--- src/rtl/pipe_pkg.sv ---
// pipe_pkg: shared types and constants for the pipeline hazard/forwarding control
//   fwd_sel_t  : operand source select (regfile, MEM_WB, EX_MEM)
//   hz_state_t : hazard controller states (RUN, LU_STALL)
//   OPC_*      : RV32 major opcodes used by the decode side to build use/branch/load flags
package pipe_pkg;

    typedef enum logic [1:0] {
        FWD_REG = 2'b00,
        FWD_WB  = 2'b01,
        FWD_MEM = 2'b10
    } fwd_sel_t;

    typedef enum logic {
        RUN      = 1'b0,
        LU_STALL = 1'b1
    } hz_state_t;

    localparam logic [6:0] OPC_LOAD   = 7'b0000011;
    localparam logic [6:0] OPC_BRANCH = 7'b1100011;

endpackage

--- src/rtl/pipeline_hazard_ctrl_forward_sel.sv ---
// forward_sel: priority forwarding select for a pair of source operands
//   a_i, b_i                 : source register indices
//   mem_rd_i, mem_regwrite_i : EX_MEM destination and write enable
//   mem_memread_i            : EX_MEM holds a load (its data is not ready yet)
//   wb_rd_i, wb_regwrite_i   : MEM_WB destination and write enable
//   sel_a_o, sel_b_o         : 00 regfile, 01 MEM_WB, 10 EX_MEM
module forward_sel
    import pipe_pkg::*;
#(
    parameter int REG_ADDR_W = 5
) (
    input  logic [REG_ADDR_W-1:0] a_i,
    input  logic [REG_ADDR_W-1:0] b_i,
    input  logic [REG_ADDR_W-1:0] mem_rd_i,
    input  logic                  mem_regwrite_i,
    input  logic                  mem_memread_i,
    input  logic [REG_ADDR_W-1:0] wb_rd_i,
    input  logic                  wb_regwrite_i,
    output logic [1:0]            sel_a_o,
    output logic [1:0]            sel_b_o
);

    logic mem_hit_a, mem_hit_b, wb_hit_a, wb_hit_b;

    // A load in EX_MEM has no result yet, so it never forwards from that stage.
    assign mem_hit_a = mem_regwrite_i & ~mem_memread_i & (a_i != '0) & (mem_rd_i == a_i);
    assign mem_hit_b = mem_regwrite_i & ~mem_memread_i & (b_i != '0) & (mem_rd_i == b_i);
    assign wb_hit_a  = wb_regwrite_i & (a_i != '0) & (wb_rd_i == a_i);
    assign wb_hit_b  = wb_regwrite_i & (b_i != '0) & (wb_rd_i == b_i);

    assign sel_a_o = mem_hit_a ? FWD_MEM : wb_hit_a ? FWD_WB : FWD_REG;
    assign sel_b_o = mem_hit_b ? FWD_MEM : wb_hit_b ? FWD_WB : FWD_REG;

endmodule

--- src/rtl/pipeline_hazard_ctrl.sv ---
// pipeline_hazard_ctrl: hazard detection, forwarding and stall/flush/freeze control for a 5-stage pipeline
//   clk_i, rst_n_i            : clock, asynchronous active-low reset
//   id_*                      : sources, use flags and branch info of the instruction in ID
//   ex_*, mem_*, wb_*         : ID_EX, EX_MEM and MEM_WB register fields
//   dmem_ready_i              : data memory finishes the pending access this cycle
//   fwd_a_o/fwd_b_o           : EX operand selects; fwd_id_a_o/fwd_id_b_o : ID compare selects
//   pc_write_o, if_id_write_o : fetch/decode advance enables
//   if_id_flush_o, id_ex_bubble_o, mem_wb_bubble_o : NOP insertion
//   id_ex_hold_o, ex_mem_hold_o : register holds during a memory freeze
//   mem_timeout_o             : sticky data-memory timeout
// Optional build macro PERF_CNT_EN adds saturating counters perf_stall_o, perf_flush_o, perf_freeze_o.
module pipeline_hazard_ctrl
    import pipe_pkg::*;
#(
    parameter int REG_ADDR_W = 5,
    parameter int LOAD_LAT   = 1,
    parameter int MAX_WAIT   = 255
) (
    input  logic                  clk_i,
    input  logic                  rst_n_i,
    input  logic [REG_ADDR_W-1:0] id_rs1_i,
    input  logic [REG_ADDR_W-1:0] id_rs2_i,
    input  logic                  id_use_rs1_i,
    input  logic                  id_use_rs2_i,
    input  logic                  id_branch_i,
    input  logic                  id_branch_taken_i,
    input  logic [REG_ADDR_W-1:0] ex_rs1_i,
    input  logic [REG_ADDR_W-1:0] ex_rs2_i,
    input  logic [REG_ADDR_W-1:0] ex_rd_i,
    input  logic                  ex_regwrite_i,
    input  logic                  ex_memread_i,
    input  logic [REG_ADDR_W-1:0] mem_rd_i,
    input  logic                  mem_regwrite_i,
    input  logic                  mem_memread_i,
    input  logic                  mem_req_i,
    input  logic [REG_ADDR_W-1:0] wb_rd_i,
    input  logic                  wb_regwrite_i,
    input  logic                  dmem_ready_i,
    output logic [1:0]            fwd_a_o,
    output logic [1:0]            fwd_b_o,
    output logic [1:0]            fwd_id_a_o,
    output logic [1:0]            fwd_id_b_o,
    output logic                  pc_write_o,
    output logic                  if_id_write_o,
    output logic                  if_id_flush_o,
    output logic                  id_ex_bubble_o,
    output logic                  mem_wb_bubble_o,
    output logic                  ex_mem_hold_o,
    output logic                  id_ex_hold_o,
    output logic                  mem_timeout_o
`ifdef PERF_CNT_EN
    ,
    output logic [31:0]           perf_stall_o,
    output logic [31:0]           perf_flush_o,
    output logic [31:0]           perf_freeze_o
`endif
);

    localparam logic [2:0] LU_INIT  = 3'(LOAD_LAT - 1);
    localparam logic [7:0] WAIT_LIM = 8'(MAX_WAIT);

    hz_state_t  state_q, state_d;
    logic [2:0] cnt_q, cnt_d;
    logic [7:0] wait_q;
    logic       timeout_q;
    logic       freeze, stall, flush, ex_match, mem_match, lu_hz, br_hz;
    logic [1:0] fa, fb, fia, fib;

    forward_sel #(.REG_ADDR_W(REG_ADDR_W)) u_fwd_ex (
        .a_i            (ex_rs1_i),
        .b_i            (ex_rs2_i),
        .mem_rd_i       (mem_rd_i),
        .mem_regwrite_i (mem_regwrite_i),
        .mem_memread_i  (mem_memread_i),
        .wb_rd_i        (wb_rd_i),
        .wb_regwrite_i  (wb_regwrite_i),
        .sel_a_o        (fa),
        .sel_b_o        (fb)
    );

    forward_sel #(.REG_ADDR_W(REG_ADDR_W)) u_fwd_id (
        .a_i            (id_rs1_i),
        .b_i            (id_rs2_i),
        .mem_rd_i       (mem_rd_i),
        .mem_regwrite_i (mem_regwrite_i),
        .mem_memread_i  (mem_memread_i),
        .wb_rd_i        (wb_rd_i),
        .wb_regwrite_i  (wb_regwrite_i),
        .sel_a_o        (fia),
        .sel_b_o        (fib)
    );

    // Destination of EX / MEM is read by the ID instruction (x0 never creates a dependency).
    assign ex_match  = (ex_rd_i != '0) &
                       ((id_use_rs1_i & (id_rs1_i == ex_rd_i)) | (id_use_rs2_i & (id_rs2_i == ex_rd_i)));
    assign mem_match = (mem_rd_i != '0) &
                       ((id_use_rs1_i & (id_rs1_i == mem_rd_i)) | (id_use_rs2_i & (id_rs2_i == mem_rd_i)));
    assign lu_hz     = ex_memread_i & ex_match;
    assign br_hz     = id_branch_i & ((ex_regwrite_i & ex_match) | (mem_memread_i & mem_match));

    // Controls are forced to their idle values while reset is held so the pipeline sees a clean reset.
    assign freeze = rst_n_i & mem_req_i & ~dmem_ready_i;

    always_comb begin
        state_d = state_q;
        cnt_d   = cnt_q;
        stall   = 1'b0;
        if (rst_n_i && !freeze) begin
            if (state_q == RUN) begin
                stall = lu_hz | br_hz;
                if (lu_hz) begin
                    cnt_d   = LU_INIT;
                    state_d = (LU_INIT != 3'd0) ? LU_STALL : RUN;
                end
            end else begin
                stall   = cnt_q != 3'd0;
                cnt_d   = (cnt_q != 3'd0) ? cnt_q - 3'd1 : 3'd0;
                state_d = (cnt_q <= 3'd1) ? RUN : LU_STALL;
            end
        end
    end

    always_ff @(posedge clk_i or negedge rst_n_i) begin
        if (!rst_n_i) begin
            state_q   <= RUN;
            cnt_q     <= 3'd0;
            wait_q    <= 8'd0;
            timeout_q <= 1'b0;
        end else begin
            state_q <= state_d;
            cnt_q   <= cnt_d;
            wait_q  <= freeze ? wait_q + {7'd0, wait_q != 8'hFF} : 8'd0;
            if (wait_q == WAIT_LIM) timeout_q <= 1'b1;
        end
    end

    assign flush           = rst_n_i & id_branch_taken_i & id_branch_i & ~stall & ~freeze;
    assign fwd_a_o         = {2{rst_n_i}} & fa;
    assign fwd_b_o         = {2{rst_n_i}} & fb;
    assign fwd_id_a_o      = {2{rst_n_i}} & fia;
    assign fwd_id_b_o      = {2{rst_n_i}} & fib;
    assign pc_write_o      = ~(freeze | stall);
    assign if_id_write_o   = ~(freeze | stall);
    assign if_id_flush_o   = flush;
    assign id_ex_bubble_o  = stall;
    assign mem_wb_bubble_o = freeze;
    assign ex_mem_hold_o   = freeze;
    assign id_ex_hold_o    = freeze;
    // The flag rises in the cycle the limit is reached, then the sticky bit keeps it.
    assign mem_timeout_o   = timeout_q | (wait_q == WAIT_LIM);

`ifdef PERF_CNT_EN
    always_ff @(posedge clk_i or negedge rst_n_i) begin
        if (!rst_n_i) begin
            perf_stall_o  <= 32'd0;
            perf_flush_o  <= 32'd0;
            perf_freeze_o <= 32'd0;
        end else begin
            perf_stall_o  <= perf_stall_o + {31'd0, stall & ~&perf_stall_o};
            perf_flush_o  <= perf_flush_o + {31'd0, flush & ~&perf_flush_o};
            perf_freeze_o <= perf_freeze_o + {31'd0, freeze & ~&perf_freeze_o};
        end
    end
`endif

endmodule

--- config.mk ---
export PLATFORM = sky130hd
export DESIGN_NAME = pipeline_hazard_ctrl
export DESIGN_NICKNAME = d
export VERILOG_FILES = /design/src/rtl/pipe_pkg.sv /design/src/rtl/pipeline_hazard_ctrl_forward_sel.sv /design/src/rtl/pipeline_hazard_ctrl.sv
export SDC_FILE = /design/constraint.sdc
export NUM_CORES = 1
export LEC_CHECK = 0
export BUFFER_PORTS_ARGS = -buffer_cell sky130_fd_sc_hd__buf_2
export CORE_UTILIZATION = 52
export DETAILED_ROUTE_END_ITERATION = 8
export MAX_ROUTING_LAYER = met4
export PLACE_DENSITY = 0.86
export SLEW_MARGIN = 20
export SYNTH_ARGS = -nofsm -noshare
export SYNTH_HDL_FRONTEND = slang
export SYNTH_SLANG_ARGS = --single-unit
--- constraint.sdc ---
create_clock -name clk_i -period 4.8 [get_ports clk_i]
set_input_delay 0.48 -clock clk_i [delete_from_list [all_inputs] [get_ports clk_i]]
set_output_delay 0.48 -clock clk_i [all_outputs]
set_load 0.02 [all_outputs]
==> impl_results.md <==
* RePlAce Congestion at 0.867
* Post-Layout Cell Count at 269
* Maximum vdd ir drop at 0.210 mV
* Crit. End Element: output port
* Wire length per cell at 13.0 um
* Reg clk slew, reported paths at 0.07 ns
* Total power at 0.000374 W
* All-Layer GR Usage at 0.246
* Critical Path End: id_ex_bubble_o
* Fin Clk Skew at 0.00184 ns
* Worst slew pin tran at 0.460 ns
* DRC violations left at 0
* CTS Hold Bufs at 0
* Placed instance area at 1810 um2
* Critical path fanouts, max at 4
* Max Cap Viol at 0
* First-pass GRT wire length at 5960 um
* Max Clk Rate at 398 MHz
* Layout cell share with drive strength beyond 1 at 0.294
* CP peak stage delay at 0.40 ns
* Arr. time, crit path at 2.04 ns
* ANT nets after route at 0
* Post-Syn Area per Cell at 8.22 um2
* PwrDens at 203 nW/um2
* RSZ-0062 raised after global routing: no
* Cell Area, Synth at 1530 um2
* Syn_nets at 238
* Layout area overhead at 20.1%
* Reg2reg start: wait_q[2]
* Crit path max-delay cell type: or3_4
* Fin area at 1840 um2
* Grt ovf at 0
* Hold Crit Class: primary input to async pin
* Initial Utilization at 0.550
* Register area share after synthesis at 0.213
* TritonCTS Buffers at 3
* Post-CTS setup buffer count at 0
* DR vias/cell at 5.47
* Finish-stage setup viols at 0
* Yosys Warn Count at 0
* Initial antenna violation count at 0
* Predominant post-synthesis flop cell: dfrtp_1
* Post-synthesis instance total at 186
* Chip width at 56.2 um
* Setup CP Type: primary input to output port
* Vias in the first global route at 1,382
* Ys async rst share at 1.00
* Post-CTS Resized at 0
* DRT iter0 DRCs at 104
* PortBufs at 63
* Placed insts at 265
* Final #Nets at 291
* N_diodes at 0
* R2r endpoint: wait_q[6]
* CTS Root Cell: clkbuf_4
* # IOs at 64
* Row cnt at 19
* Clock Latency Late Sink at 0.27 ns
* Crit share post-route at 0.524
* Final Slew Violations at 0
* Worst EP required at 4.32 ns
* DR vias at 1,472
* Drt total wl at 3490 um
* Clock Sinks at 13
* Post-DP HPWL at 2920 um
* Number of synthesized register bits at 13
* Largest net degree at the start of global routing at 27
* Startpoint Class: primary input
* Most frequent cells in the layout: buf_2 (63), xnor2_1 (33), xor2_1 (23)
* Die span in y at 56.2 um
* Max Root-Sink Buffers at 2
* Core Region at 2780 um2
* Static leakage at 0.851 nW
* Most common cell after layout, fill and taps aside: buf_2
* Reg2reg setup slack at 2.93 ns
* CTS H-tree depth at 1
* Sum Neg Setup Slack at 0 ns
* CTS tree: yes
* Final hold vios at 0
* Final min period at 2.52 ns
* Fillers at 254
* Status: complete, no violations
* Worst slew margin at 0.693
* Critical-path cell list: buf_2 -> xor2_1 -> nor4_1 -> a32oi_1 -> or3_4 -> a311oi_2 -> buf_2
* Crit path from: id_rs1_i[0]
* Number of synthesized flops with an enable pin at 0
* Die area at 3160 um2
* Synth unique cells at 37
* Fin util at 0.660
* Reg2Reg Depth at 8
* CP most frequent cell: buf_2
* Pre-antenna DRT Iters at 4
-- flip-flops by register name, indices dropped and copies added (netlist names) --
signal     flops
timeout_q      1
state_q        1
wait_q         8
cnt_q          3
-- routing by layer --
| layer | global-route usage | vias to the layer above | share of wire |
|---|---|---|---|
| met3 | 0.0349 | 4 | 0.058 |
| li1 | - | 757 | - |
| met2 | 0.395 | 60 | 0.49 |
| met5 | - | - | 0 |
| met4 | 0.0976 | 0 | 0.0089 |
| met1 | 0.314 | 651 | 0.44 |
-- worst min-delay path by stage --
stage,startpoint,end,cells past startpoint
finish,rst_n_i,cnt_q[2],1
global route,rst_n_i,cnt_q[0],1
CTS,rst_n_i,wait_q[4],1
detailed placement,timeout_q,timeout_q,1
global placement,timeout_q,timeout_q,1
floorplan,rst_n_i,cnt_q[0],0
-- layout make-up --
cell class,count,area [um2],share of cell area
Inverter,7,26.3,0.0143
Multi-Input combinational cell,151,1100,0.601
Clock buffer,4,26.3,0.0143
Tap cell,31,38.8,0.0211
Sequential cell,13,325,0.177
Timing Repair Buffer,63,315,0.172
-- critical path: cells and delay by family --
kind / cells / cell delay (ns)
XOR/XNOR: 1 / 0.16
buffers and inverters: 2 / 0.33
AND/OR/NAND/NOR: 2 / 0.70
AO/OA/AOI/OAI: 2 / 0.36
-- through the flow --
stage | hold WS (ns) | setup slack (ns)
2_1_floorplan | 0.184 | 2.16
3_3_place_gp | 0.442 | 2.29
3_5_place_dp | 0.443 | 2.27
4_1_cts | 0.157 | 2.27
5_1_grt | 0.175 | 2.16
6_report | 0.150 | 2.28
-- power breakdown --
| group | internal, W | switching, W | total, W |
|---|---|---|---|
| combinational | 0.0000716 | 0.0000950 | 0.000167 |
| clock | 0.0000322 | 0.0000322 | 0.0000644 |
| sequential | 0.000125 | 0.0000172 | 0.000143 |
| total | 0.000229 | 0.000144 | 0.000374 |
-- synthesized netlist by cell type, types with 2 or more instances --
master | instances | area (um2)
a2111oi_0 | 2 | 17.5
ha_1 | 4 | 50.1
nand2_1 | 6 | 22.5
nand3_1 | 10 | 50.1
nor4_1 | 6 | 37.5
nor3b_1 | 2 | 15.0
nand4_1 | 7 | 43.8
nor2_1 | 14 | 52.6
xor2_1 | 23 | 201
buf_4 | 3 | 22.5
o31ai_1 | 2 | 15.0
and3_1 | 6 | 37.5
and2_1 | 3 | 18.8
a31oi_1 | 4 | 25.0
buf_2 | 4 | 20.0
inv_1 | 7 | 26.3
nor3_1 | 2 | 10.0
xnor2_1 | 33 | 289
dfrtp_1 | 13 | 325
or4_1 | 5 | 37.5
nor2b_1 | 2 | 12.5
nand2b_1 | 3 | 18.8
o21ai_0 | 3 | 15.0
and4_1 | 2 | 17.5
clkbuf_1 | 8 | 30.0
-- cell families after synthesis --
logic type	share of synthesized area
AND/OR/NAND/NOR	0.268
XOR/XNOR	0.321
buffers and inverters	0.0647
AO/OA/AOI/OAI	0.101
flip-flops	0.213
adder cells (fa/ha/maj)	0.0327
Note: power is estimated with default switching activity, not from simulation.
